### config.mk
export PLATFORM = sky130hd
export DESIGN_NAME = t05_least_pair_finder_flat
export DESIGN_NICKNAME = d
export VERILOG_FILES = /design/src/rtl/t05_least_pair_finder_if.sv /design/src/rtl/t05_least_pair_finder.sv /design/src/flat_wrapper.sv
export SDC_FILE = /design/constraint.sdc
export NUM_CORES = 1
export LEC_CHECK = 0
export ABC_AREA = 1
export CORE_UTILIZATION = 29
export CTS_CLUSTER_DIAMETER = 150
export DETAILED_ROUTE_END_ITERATION = 8
export SYNTH_ARGS = -nofsm -noshare
export SYNTH_HDL_FRONTEND = slang
export SYNTH_SLANG_ARGS = --single-unit
### constraint.sdc
create_clock -name clk -period 31.8 [get_ports clk]
set_input_delay 3.18 -clock clk [delete_from_list [all_inputs] [get_ports clk]]
set_output_delay 3.18 -clock clk [all_outputs]
set_load 0.005 [all_outputs]
### src/rtl/t05_least_pair_finder_if.sv
// Bundle for the least-pair finder: scan control, the single-outstanding read
// port, and the registered result outputs.
`timescale 1ns/1ps
interface t05_least_pair_finder_if #(
  parameter int CNT_W  = 64,
  parameter int LEAF_N = 256,
  parameter int NODE_N = 128
);
  localparam int AW  = $clog2(LEAF_N + NODE_N);
  localparam int IW  = $clog2(LEAF_N) + 1;
  localparam int NLW = $clog2(NODE_N) + 1;

  logic             start;
  logic [NLW-1:0]   node_limit;
  logic             rd_req;
  logic [AW-1:0]    rd_addr;
  logic             rd_valid;
  logic [CNT_W-1:0] rd_data;
  logic [IW-1:0]    least1;
  logic [IW-1:0]    least2;
  logic [CNT_W-1:0] val1;
  logic [CNT_W-1:0] val2;
  logic [CNT_W:0]   sum;
  logic [1:0]       found;
  logic             busy;
  logic             done;

  // master = the finder, which issues reads and publishes results
  modport master (
    input  start, node_limit, rd_valid, rd_data,
    output rd_req, rd_addr, least1, least2, val1, val2, sum, found, busy, done
  );

  modport slave (
    output start, node_limit, rd_valid, rd_data,
    input  rd_req, rd_addr, least1, least2, val1, val2, sum, found, busy, done
  );
endinterface

### src/rtl/t05_least_pair_finder.sv
// Scans leaf then internal-node weights and keeps the two smallest nonzero
// entries; earlier-scanned entries win ties.
`timescale 1ns/1ps
module t05_least_pair_finder #(
  parameter int CNT_W  = 64,
  parameter int LEAF_N = 256,
  parameter int NODE_N = 128
) (
  input  logic clk,
  input  logic rst,
  t05_least_pair_finder_if.master bus
);
  localparam int AW  = $clog2(LEAF_N + NODE_N);
  localparam int IW  = $clog2(LEAF_N) + 1;
  localparam int NLW = $clog2(NODE_N) + 1;

  // state | meaning
  // IDLE  | waiting for start, results held
  // REQ   | rd_req pulse for current addr
  // WAIT  | waiting for rd_valid, then compare
  // DONE  | done pulse, results published
  typedef enum logic [1:0] {IDLE, REQ, WAIT, DONE} state_t;

  state_t           state;
  logic [AW-1:0]    addr;
  logic [AW-1:0]    last_addr;
  logic [IW-1:0]    w_least1, w_least2;
  logic [CNT_W-1:0] w_val1, w_val2;
  logic [1:0]       w_found;

  logic [NLW-1:0]   eff_limit;
  logic [IW-1:0]    entry_idx;
  logic [IW-1:0]    nxt_least1, nxt_least2;
  logic [CNT_W-1:0] nxt_val1, nxt_val2;
  logic [1:0]       nxt_found;
  logic [CNT_W:0]   nxt_sum;

  assign eff_limit = (bus.node_limit > NLW'(NODE_N)) ? NLW'(NODE_N) : bus.node_limit;
  assign entry_idx = {addr >= AW'(LEAF_N), addr[IW-2:0]};

  // Empty slots are tested via found rather than by value, so an all-ones
  // weight still registers as a real entry.
  always_comb begin
    nxt_least1 = w_least1;
    nxt_least2 = w_least2;
    nxt_val1   = w_val1;
    nxt_val2   = w_val2;
    nxt_found  = w_found;
    if (bus.rd_data != '0) begin
      if (w_found == 2'd0 || bus.rd_data < w_val1) begin
        nxt_least2 = w_least1;
        nxt_val2   = w_val1;
        nxt_least1 = entry_idx;
        nxt_val1   = bus.rd_data;
      end else if (w_found == 2'd1 || bus.rd_data < w_val2) begin
        nxt_least2 = entry_idx;
        nxt_val2   = bus.rd_data;
      end
      if (w_found != 2'd2) nxt_found = w_found + 2'd1;
    end
  end

  always_comb begin
    nxt_sum = '0;
    if (nxt_found == 2'd2) nxt_sum = {1'b0, nxt_val1} + {1'b0, nxt_val2};
  end

  always_ff @(posedge clk or posedge rst) begin
    if (rst) begin
      state       <= IDLE;
      addr        <= '0;
      last_addr   <= '0;
      w_least1    <= '1;
      w_least2    <= '1;
      w_val1      <= '1;
      w_val2      <= '1;
      w_found     <= '0;
      bus.rd_req  <= 1'b0;
      bus.rd_addr <= '0;
      bus.least1  <= '1;
      bus.least2  <= '1;
      bus.val1    <= '1;
      bus.val2    <= '1;
      bus.sum     <= '0;
      bus.found   <= '0;
      bus.busy    <= 1'b0;
      bus.done    <= 1'b0;
    end else begin
      bus.done <= 1'b0;
      case (state)
        IDLE: begin
          if (bus.start) begin
            w_least1    <= '1;
            w_least2    <= '1;
            w_val1      <= '1;
            w_val2      <= '1;
            w_found     <= '0;
            addr        <= '0;
            last_addr   <= AW'(LEAF_N - 1) + AW'(eff_limit);
            bus.rd_addr <= '0;
            bus.rd_req  <= 1'b1;
            bus.busy    <= 1'b1;
            state       <= REQ;
          end
        end
        REQ: begin
          bus.rd_req <= 1'b0;
          state      <= WAIT;
        end
        WAIT: begin
          if (bus.rd_valid) begin
            w_least1 <= nxt_least1;
            w_least2 <= nxt_least2;
            w_val1   <= nxt_val1;
            w_val2   <= nxt_val2;
            w_found  <= nxt_found;
            if (addr == last_addr) begin
              bus.least1 <= nxt_least1;
              bus.least2 <= nxt_least2;
              bus.val1   <= nxt_val1;
              bus.val2   <= nxt_val2;
              bus.sum    <= nxt_sum;
              bus.found  <= nxt_found;
              bus.done   <= 1'b1;
              bus.busy   <= 1'b0;
              state      <= DONE;
            end else begin
              addr        <= addr + AW'(1);
              bus.rd_addr <= addr + AW'(1);
              bus.rd_req  <= 1'b1;
              state       <= REQ;
            end
          end
        end
        DONE: state <= IDLE;
        default: state <= IDLE;
      endcase
    end
  end
endmodule

### src/flat_wrapper.sv
// flat-port wrapper written by rule: the top's interface ports become plain ports
module t05_least_pair_finder_flat 
#(
  parameter int CNT_W  = 64,
  parameter int LEAF_N = 256,
  parameter int NODE_N = 128
)
  (clk, rst, bus_start, bus_node_limit, bus_rd_valid, bus_rd_data, bus_rd_req, bus_rd_addr, bus_least1, bus_least2, bus_val1, bus_val2, bus_sum, bus_found, bus_busy, bus_done);
  t05_least_pair_finder_if #(.CNT_W(CNT_W), .LEAF_N(LEAF_N), .NODE_N(NODE_N)) bus_i ();
  input  logic clk;
  input  logic rst;
  input wire logic [$bits(bus_i.start)-1:0] bus_start;
  input wire logic [$bits(bus_i.node_limit)-1:0] bus_node_limit;
  input wire logic [$bits(bus_i.rd_valid)-1:0] bus_rd_valid;
  input wire logic [$bits(bus_i.rd_data)-1:0] bus_rd_data;
  output wire logic [$bits(bus_i.rd_req)-1:0] bus_rd_req;
  output wire logic [$bits(bus_i.rd_addr)-1:0] bus_rd_addr;
  output wire logic [$bits(bus_i.least1)-1:0] bus_least1;
  output wire logic [$bits(bus_i.least2)-1:0] bus_least2;
  output wire logic [$bits(bus_i.val1)-1:0] bus_val1;
  output wire logic [$bits(bus_i.val2)-1:0] bus_val2;
  output wire logic [$bits(bus_i.sum)-1:0] bus_sum;
  output wire logic [$bits(bus_i.found)-1:0] bus_found;
  output wire logic [$bits(bus_i.busy)-1:0] bus_busy;
  output wire logic [$bits(bus_i.done)-1:0] bus_done;
  assign bus_i.start = bus_start;
  assign bus_i.node_limit = bus_node_limit;
  assign bus_i.rd_valid = bus_rd_valid;
  assign bus_i.rd_data = bus_rd_data;
  assign bus_rd_req = bus_i.rd_req;
  assign bus_rd_addr = bus_i.rd_addr;
  assign bus_least1 = bus_i.least1;
  assign bus_least2 = bus_i.least2;
  assign bus_val1 = bus_i.val1;
  assign bus_val2 = bus_i.val2;
  assign bus_sum = bus_i.sum;
  assign bus_found = bus_i.found;
  assign bus_busy = bus_i.busy;
  assign bus_done = bus_i.done;
  t05_least_pair_finder #(.CNT_W(CNT_W), .LEAF_N(LEAF_N), .NODE_N(NODE_N)) u_core (.clk(clk), .rst(rst), .bus(bus_i));
endmodule
Yosys cells after proc, flatten, opt, wreduce, memory -nomap -nowiden --
Cells that the tools add are included.
Cells by class: $add $sub $neg 4, multipliers 0, div/mod/pow operators 0, $lt $le $gt $ge 4, eq/ne operators 11, shift operators 0, multiplexer cells 45, bitwise gates (word level) 0, reduce and logical (&&, ||, !) cells 14
Operators with widths (count):
- 2-to-1 mux 64 bit | 8
- one-hot mux 64 bit (2 select lines) | 2
- less-than comparator 64 bit | 2
- 2-to-1 mux 9 bit | 11
- adder 64 x 64 -> 65 bit | 1
- 2-to-1 mux 65 bit | 1
- nonzero test 64 bit | 1
- one-hot mux 9 bit (2 select lines) | 3
- 2-to-1 mux 2 bit | 7
- AND reduction 4 bit | 3
- adder 8 x 8 -> 9 bit (first input constant) | 1
- adder 9 x 1 -> 9 bit (second input constant) | 1
- == test 9 bit | 1
- greater-or-equal comparator 9 bit (second input constant) | 1
- greater-than comparator 8 bit (second input constant) | 1
- 2-to-1 mux 1 bit | 8
- 2-to-1 mux 8 bit | 1
- != test 2 bit (second input constant) | 4
- one-hot mux 2 bit (4 select lines) | 1
- == test 2 bit (second input constant) | 3
- AND reduction 3 bit | 2
- == test 2 x 1 -> 1 bit (second input constant) | 2
- zero test 2 bit | 2
- one-hot mux 2 bit (2 select lines) | 1
- other kinds (8) | 10
Storage, ports and cells: register bits after elaboration 384, bits in latches 0, RAM bits 0, ROM bits 0, input bits 76, output and inout port bits 225, logic and storage cells 95, memories 0

Longest topological paths before layout --
Gate-level depths: netlist of run 1.
depth after elaboration 7, gate-level depth with buffers 36, mapped depth without buffers 35

Worst setup path after synthesis of run 1 --
No wires, ideal clock.
path type input to register, start point in bus_rd_data[59], end point reg u_core.bus.sum[44], library setup time 0.083 ns, arrival time 6.778 ns, required time 31.717 ns, setup slack 24.939 ns, cell stages on the path 27, buffers on the path 1, path through ha_1 > nand2_1 > nor4_2 > nand2_1 > or2_1 > nand2_1 > nor2_1 > nand2_2 > nand2_2 > clkbuf_1 > nand2_1 > nand3_1 > nand2_1 > nand2_1 > ha_1 > fa_1 > nand3_1 > nand3_1 > nand3_1 > nand2_1 > a21oi_1 > o21ai_0 > a21boi_0 > o21ai_0 > nand2_1 > nand2_1 > o21ai_0
On the way: longest elaborated chain between the ends 7
RTL lines:
- from (decl) | line flat_wrapper.sv:15 | input wire logic [$bits(bus_i.rd_data)-1:0] bus_rd_data;
- less-than comparator 64 bit | line t05_least_pair_finder.sv:55 | end else if (w_found == 2'd1 || bus.rd_data < w_val2) begin
- logical OR 1 bit | line t05_least_pair_finder.sv:55
- 2-to-1 mux 64 bit | line t05_least_pair_finder.sv:55
- 2-to-1 mux 64 bit | line t05_least_pair_finder.sv:50 | if (w_found == 2'd0 || bus.rd_data < w_val1) begin
- 2-to-1 mux 64 bit (*) | line t05_least_pair_finder.sv:49 | if (bus.rd_data != '0) begin
- via u_core.nxt_val2[0] | line t05_least_pair_finder.sv:34 | logic [CNT_W-1:0] nxt_val1, nxt_val2;
- adder 64 x 64 -> 65 bit (*) | line t05_least_pair_finder.sv:65 | if (nxt_found == 2'd2) nxt_sum = {1'b0, nxt_val1} + {1'b0, nxt_val2};
- 2-to-1 mux 65 bit (*) | line t05_least_pair_finder.sv:65
- to (signal assigned) | line t05_least_pair_finder.sv:122 | bus.sum <= nxt_sum;
- to (decl) | line t05_least_pair_finder_if.sv:31 | output rd_req, rd_addr, least1, least2, val1, val2, sum, found, busy, done
The timed path passes the listed nets; every way through them passes the cells marked *. A chain may end at the register's enable or synchronous reset.

Worst setup path after layout of run 1 --
start point in bus_rd_data[57], end point reg u_core.bus.sum[57]
RTL lines (line):
- less-than comparator 64 bit | t05_least_pair_finder.sv:50
- logical OR 1 bit | t05_least_pair_finder.sv:50
- 2-to-1 mux 64 bit | t05_least_pair_finder.sv:50
- 2-to-1 mux 64 bit (*) | t05_least_pair_finder.sv:49
- via u_core.nxt_val1[48] | t05_least_pair_finder.sv:34
- adder 64 x 64 -> 65 bit (*) | t05_least_pair_finder.sv:65
- 2-to-1 mux 65 bit (*) | t05_least_pair_finder.sv:65
Marked as above.

==> impl_metrics.csv, run 1 <==
group,metric,value,unit
sta,slew_headroom,23.0,%
power,ir_worst_vdd,46.4,uV
yosys,synth_edf_count,0,
yosys,yosys-top-cells-area,"dfstp_2 29%, nand2_1 21%, ha_1 9.2%",
power,p_per_area,89.6,nW/um^2
die,die_h,305,um
clocking,cts_sinks,384,
yosys,synth_nets,4146,
cells_and_area,design_area,32300,um^2
die,start_util,29.4,%
yosys,yosysMostFrequentCell,"nand2_1",
clocking,postCtsSetupBuffers,0,
global_routing,overflow,0,
yosys,syn_area_per_cell,6.86,um^2
detailed_routing,first_pass_iters,8,
global_routing,track_usage,22.1,%
yosys,yosys.area.top_type,"dfstp_2",
clocking,h-tree-depth,2,
clocking,numCtsBuffers,48,
die,dieArea,92900,um^2
setup_path,cp_data_arrival_time,10.03,ns
sta,maxClockFrequency,0.105,GHz
yosys,yosysUniqueCellTypes,49,
sta,fin_setup_tns,0,ns
setup_path,cp.required,32.28,ns
global_routing,grt_max_degree,110,
yosys,synth_common_cells,"1517 x nand2_1, 458 x inv_1, 292 x dfstp_2",
detailed_routing,ant_nets,0,
setup_path,startpoint_type,"input port",
placed_design,port_buffers,300,
yosys,synth_seq_cells,384,
clocking,hold_buffers,0,
yosys,seq_area_frac_synth,37.5,%
detailed_routing,wirelength,105,mm
clocking,cts_buffer_depth,3,
detailed_routing,vias,26314,
detailed_routing,via_per_inst,4.95,
sta,skew,0.0220,ns
setup_path,path_class,"in2reg",
clocking,cts-root-buf,"clkbuf_16",
die,core,90400,um^2
placed_design,gp_congestion,0.947,
yosys,synth_top_area_share,28.9,%
setup_path,cp_max_fo,42,
hold_path,hold_path.class,"reg2reg",
sta,finalHoldViolCount,0,
placed_design,placed_area,30600,um^2
detailed_routing,routedWlPerCell,19.7,um
placed_design,dpl.hpwl,78.1,mm
clocking,post_cts_resize_count,0,
sta,tightest_slew,1.15,ns
yosys,ys_async_sr_fraction,100,%
sta,min_period,9.56,ns
clocking,cts.reportedPaths.clkPinSlew,0.06,ns
global_routing,grt_pass1_vias,25068,
sta,setup_viol,0,
power,total_power,2890,uW
clocking,cts_tree,"yes",
setup_path,reg2reg_from,"u_core.w_val1[57]",
cells_and_area,nets,4375,
sta,rsz0062_at_grt,"no",
sta,slew_violations,0,
clocking,clkLatencyLatePin,0.61,ns
yosys,synthFlopType,"dfstp_2",
status,status,"finished, final reports clean",
setup_path,critPathLaunch,"bus_rd_data[57]",
die,rows,110,
die,ios,301,
sta,fin_crit_sh,30.1,%
detailed_routing,drt_iter0_drc,2346,
yosys,syn_area,26600,um^2
job,drv_cap,0,
yosys,postSynthCellCount,3873,
setup_path,critPathCaptureType,"flop",
power,p_leak,0.0155,uW
yosys,yosys_warnings,0,
detailed_routing,drc,0,
cells_and_area,drive_above_1_share,10.3,%
global_routing,grt_pass1_wl,158,mm
cells_and_area,area_growth,21.4,%
die,die_w,305,um
cells_and_area,fillers,9525,
global_routing,antenna_found_initial,12,
hold_path,hold_start,"u_core.bus.val1[47]",
[state kept, by name, indices dropped and copies added, names as in the netlist]
register / flops
u_core.last_addr: 9
u_core.state: 2
u_core.bus.sum: 65
u_core.bus.done: 1
u_core.bus.found: 2
u_core.bus.val1: 64
u_core.bus.least1: 9
u_core.bus.rd_addr: 9
u_core.w_least2: 9
u_core.w_found: 2
u_core.bus.rd_req: 1
u_core.w_least1: 9
u_core.w_val1: 64
u_core.bus.val2: 64
u_core.bus.least2: 9
u_core.bus.busy: 1
u_core.w_val2: 64
[routing by layer]
layer,GRT usage (%),part of all wire [%],up-vias
met2,33.6,43,944
li1,-,-,12842
met5,0,0.093,-
met4,7.78,3.6,14
met3,4.77,7.5,180
met1,30.8,46,12334
[final cells by class]
| cell class | instances | area [um^2] | share of cell area (%) |
|---|---|---|---|
| timing repair buffer | 326 | 3200 | 9.91 |
| antenna | 5 | 12.5 | 0.0388 |
| clock inverter | 12 | 196 | 0.609 |
| sequential | 384 | 9970 | 30.9 |
| multi-input combinational | 2877 | 14200 | 44.0 |
| tap | 1176 | 1470 | 4.56 |
| inverter | 465 | 1760 | 5.46 |
| clock buffer | 75 | 1470 | 4.54 |
[critical path: stages]
cell	delay (ns)
clkdlybuf4s50_1	0.52
ha_1	0.36
a21oi_1	0.14
o21ai_0	0.09
a21oi_1	0.22
nand2_1	0.15
nor2_1	0.41
nand2_1	0.13
nand2_2	0.70
nand2_4	0.57
inv_2	0.61
buf_4	0.43
nand2_1	0.08
nand2_1	0.21
ha_1	0.41
a21oi_1	0.38
inv_1	0.07
a31oi_1	0.34
o21ai_0	0.21
a31oi_1	0.16
o21ai_0	0.10
a21oi_1	0.32
nand2_1	0.09
nand2_1	0.07
o21ai_1	0.06
[report_power, final]
group / total, uW / switching, uW / internal [uW]
Clock: 590 / 233 / 357
Combinational: 1520 / 1020 / 496
Sequential: 780 / 84.8 / 696
[final timing paths]
path,to,slack (ns),depth (start not counted)
setup / recovery,u_core.bus.sum[57],22.24,25
hold / removal,u_core.bus.val1[47],0.47,2
setup reg to reg,u_core.bus.sum[57],24.75,25
hold reg to reg,u_core.bus.val1[47],0.47,2
max in group asynchronous,u_core.bus.sum[51],25.81,5
min in group asynchronous,u_core.bus.sum[28],3.20,2
[cell families after synthesis]
family                     share of synthesized area (%)
buffers and inverters                               9.19
xor gates and xnor gates                            1.05
DFF                                                 37.5
adders and majority gates                           9.30
AOI/OAI and AO/OA                                   11.2
and+or+nand+nor                                     31.8
[per-stage QoR]
stage | hold slack, ns | util (%) | setup slack (ns) | std cells
2_1_floorplan | 0.457 | - | 18.43 | 3873
3_3_place_gp | 0.455 | 33.8 | 21.74 | 5228
3_5_place_dp | 0.457 | 33.8 | 21.75 | 5228
4_1_cts | 0.468 | 35.7 | 22.38 | 5315
5_1_grt | 0.479 | 35.7 | 21.75 | 5320
6_report | 0.466 | 35.7 | 22.24 | 5320
[placed cells by master, fill, tap and decap left out, types with 31 or more instances in the layout]
cell             netlist  final
a21oi_1              228    228
clkbuf_16              0     51
clkdlybuf4s50_1        0    300
dfrtp_1               92     92
dfstp_2              292    292
ha_1                 196    196
inv_1                458    454
nand2_1             1517   1516
nand3_1              271    271
nor2_1               208    208
nor4_1                31     31
o21ai_0              167    167
o21ai_1               78     78
Power figures use the tool's default switching activity.
==> inputs of run 2 (changes only) <==
==> constraint.sdc (replaced) <==
create_clock -name clk -period 9.5 [get_ports clk]
set_input_delay 0.95 -clock clk [delete_from_list [all_inputs] [get_ports clk]]
set_output_delay 0.95 -clock clk [all_outputs]
set_load 0.005 [all_outputs]
==> run 2 against run 1 <==
Critical path depth is 1 higher. Sequential power grew to 3.3 times the previous value. Flip-flop and latch count stayed put. Sequential share of layout area is 0.087 points lower. Utilization is 0.10 points higher. Wire length is 1.2% higher. Total power grew to 3.4 times the previous value. Combinational power grew to 3.4 times the previous value. First-iteration DRC count is 1.8% higher. Clock skew is 0.017 ns higher. Register-to-register slack worse by 22 ns. Critical endpoint is now u_core.bus.sum[44].
==> impl_metrics.csv, run 2 (synthesis gave the netlist of run 1 again) <==
group,metric,value,unit
detailed_routing,drt_iter0_drc,2389,
setup_path,slowest_delay,0.61,ns
global_routing,grt_max_degree,92,
power,ir_worst_vdd,171,uV
cells_and_area,final_cell_mix,"1516 x nand2_1, 454 x inv_1, 300 x clkdlybuf4s50_1",
setup_path,r2r_slack,2.92,ns
status,status,"finished, final reports clean",
cells_and_area,drive_above_1_share,10.5,%
placed_design,port_buffers,300,
detailed_routing,wirelength,106,mm
cells_and_area,largest-register,"u_core.bus.sum",
detailed_routing,via_per_inst,4.97,
die,rows,110,
cells_and_area,largest_reg_flops,65,
power,p_leak,0.0155,uW
clocking,cts-root-buf,"clkbuf_16",
setup_path,cp_data_arrival_time,7.38,ns
setup_path,cp.required,9.98,ns
die,dieArea,92900,um^2
die,die_w,305,um
cells_and_area,area_growth,21.7,%
sta,fin_setup_tns,0,ns
global_routing,track_usage,22.5,%
sta,min_period,6.91,ns
clocking,cts_sinks,384,
clocking,hold_buffers,0,
sta,setup_viol,0,
hold_path,hold_path.class,"reg2reg",
power,p_per_area,302,nW/um^2
die,start_util,29.4,%
clocking,cts_tree,"yes",
cells_and_area,design_area,32400,um^2
detailed_routing,routedWlPerCell,19.9,um
clocking,h-tree-depth,2,
setup_path,critPathSlowestCell,"inv_2",
clocking,numCtsBuffers,49,
global_routing,overflow,0,
setup_path,startpoint_type,"input port",
global_routing,grt_pass1_wl,161,mm
setup_path,r2r_cells,25,
placed_design,placed_area,30600,um^2
sta,rsz0062_at_grt,"no",
setup_path,path_class,"in2reg",
setup_path,critPathLaunch,"bus_rd_data[63]",
sta,finalHoldViolCount,0,
clocking,postCtsSetupBuffers,0,
global_routing,antenna_found_initial,9,
sta,slew_violations,0,
cells_and_area,nets,4379,
setup_path,cp_common_cell,"nand2_1",
detailed_routing,ant_nets,0,
clocking,cts.reportedPaths.clkPinSlew,0.06,ns
detailed_routing,first_pass_iters,6,
sta,maxClockFrequency,0.145,GHz
global_routing,grt_pass1_vias,25439,
setup_path,cp_max_fo,46,
die,ios,301,
die,core,90400,um^2
placed_design,gp_congestion,0.927,
sta,tightest_slew,1.26,ns
setup_path,reg2reg_to,"u_core.bus.sum[44]",
sta,skew,0.0386,ns
sta,slew_headroom,16.3,%
job,drv_cap,0,
clocking,post_cts_resize_count,0,
cells_and_area,fin_cells,5326,
sta,fin_crit_sh,72.7,%
detailed_routing,vias,26484,
setup_path,reg2reg_from,"u_core.w_val1[59]",
die,die_h,305,um
setup_path,critPathCaptureType,"flop",
setup_path,crit_end,"u_core.bus.sum[44]",
clocking,clkLatencyLatePin,0.61,ns
placed_design,dpl.hpwl,78.9,mm
clocking,cts_buffer_depth,3,
cells_and_area,final_common_cell,"nand2_1",
placed_design,dp.cells,5231,
detailed_routing,drc,0,
[run 2: cell count changes in the layout (fill, tap and decap cells not counted), sizes merged]
cell      before  now
buf           26   29
bufinv         5    7
clkbuf        75   76
clkinv         6    8
clkinvlp       0    2
diode          5    3
inv          466  464
[run 2: final cells by class]
| type | count | area (um^2) |
|---|---|---|
| Fill cell | 9522 | 58100 |
| Multi-Input combinational cell | 2877 | 14200 |
| Sequential cell | 384 | 9970 |
| Timing Repair Buffer | 329 | 3220 |
| Inverter | 465 | 1760 |
| Tap cell | 1176 | 1470 |
| Clock buffer | 76 | 1460 |
| Clock inverter | 16 | 285 |
| Antenna cell | 3 | 7.51 |
[run 2: per-layer routing]
metal / part of all wire (%) / vias up / global-route usage, %
li1: - / 12844 / -
met1: 45 / 12431 / 31.4
met2: 44 / 1015 / 34.6
met3: 7.4 / 180 / 4.25
met4: 3.4 / 14 / 7.72
met5: 0.070 / - / 0
[run 2: how the worst min path moves through the flow]
| stage | start | to | slack (ns) | cells after the start |
|---|---|---|---|---|
| floorplan | u_core.bus.least2[0] | u_core.bus.least2[0] | 0.46 | 2 |
| global placement | u_core.bus.val1[15] | u_core.bus.val1[15] | 0.46 | 2 |
| detailed placement | u_core.bus.val1[61] | u_core.bus.val1[61] | 0.46 | 2 |
| CTS | u_core.bus.val1[61] | u_core.bus.val1[61] | 0.47 | 2 |
| global route | u_core.bus.val2[39] | u_core.bus.val2[39] | 0.48 | 2 |
| finish | u_core.bus.val2[63] | u_core.bus.val2[63] | 0.47 | 2 |
[run 2: stage by stage]
step	util (%)	setup WS (ns)	power [uW]	hold WS (ns)
floorplan	-	3.63	5660	0.457
global placement	33.8	1.96	7630	0.456
detailed placement	33.8	1.94	7630	0.457
CTS	35.8	2.59	9740	0.468
global route	35.8	2.11	10400	0.481
finish	35.8	2.59	9770	0.466
[run 2: power breakdown]
group | switching (uW) | internal [uW]
Clock | 801 | 1250
Sequential | 282 | 2330
Combinational | 3440 | 1670
[run 2: critical path: cells and delay by family]
kind	cells	cell delay, ns
AOI/OAI and AO/OA	4	1.32
buffers and inverters	3	1.20
and+or+nand+nor	17	2.91
adders and majority gates	2	0.90
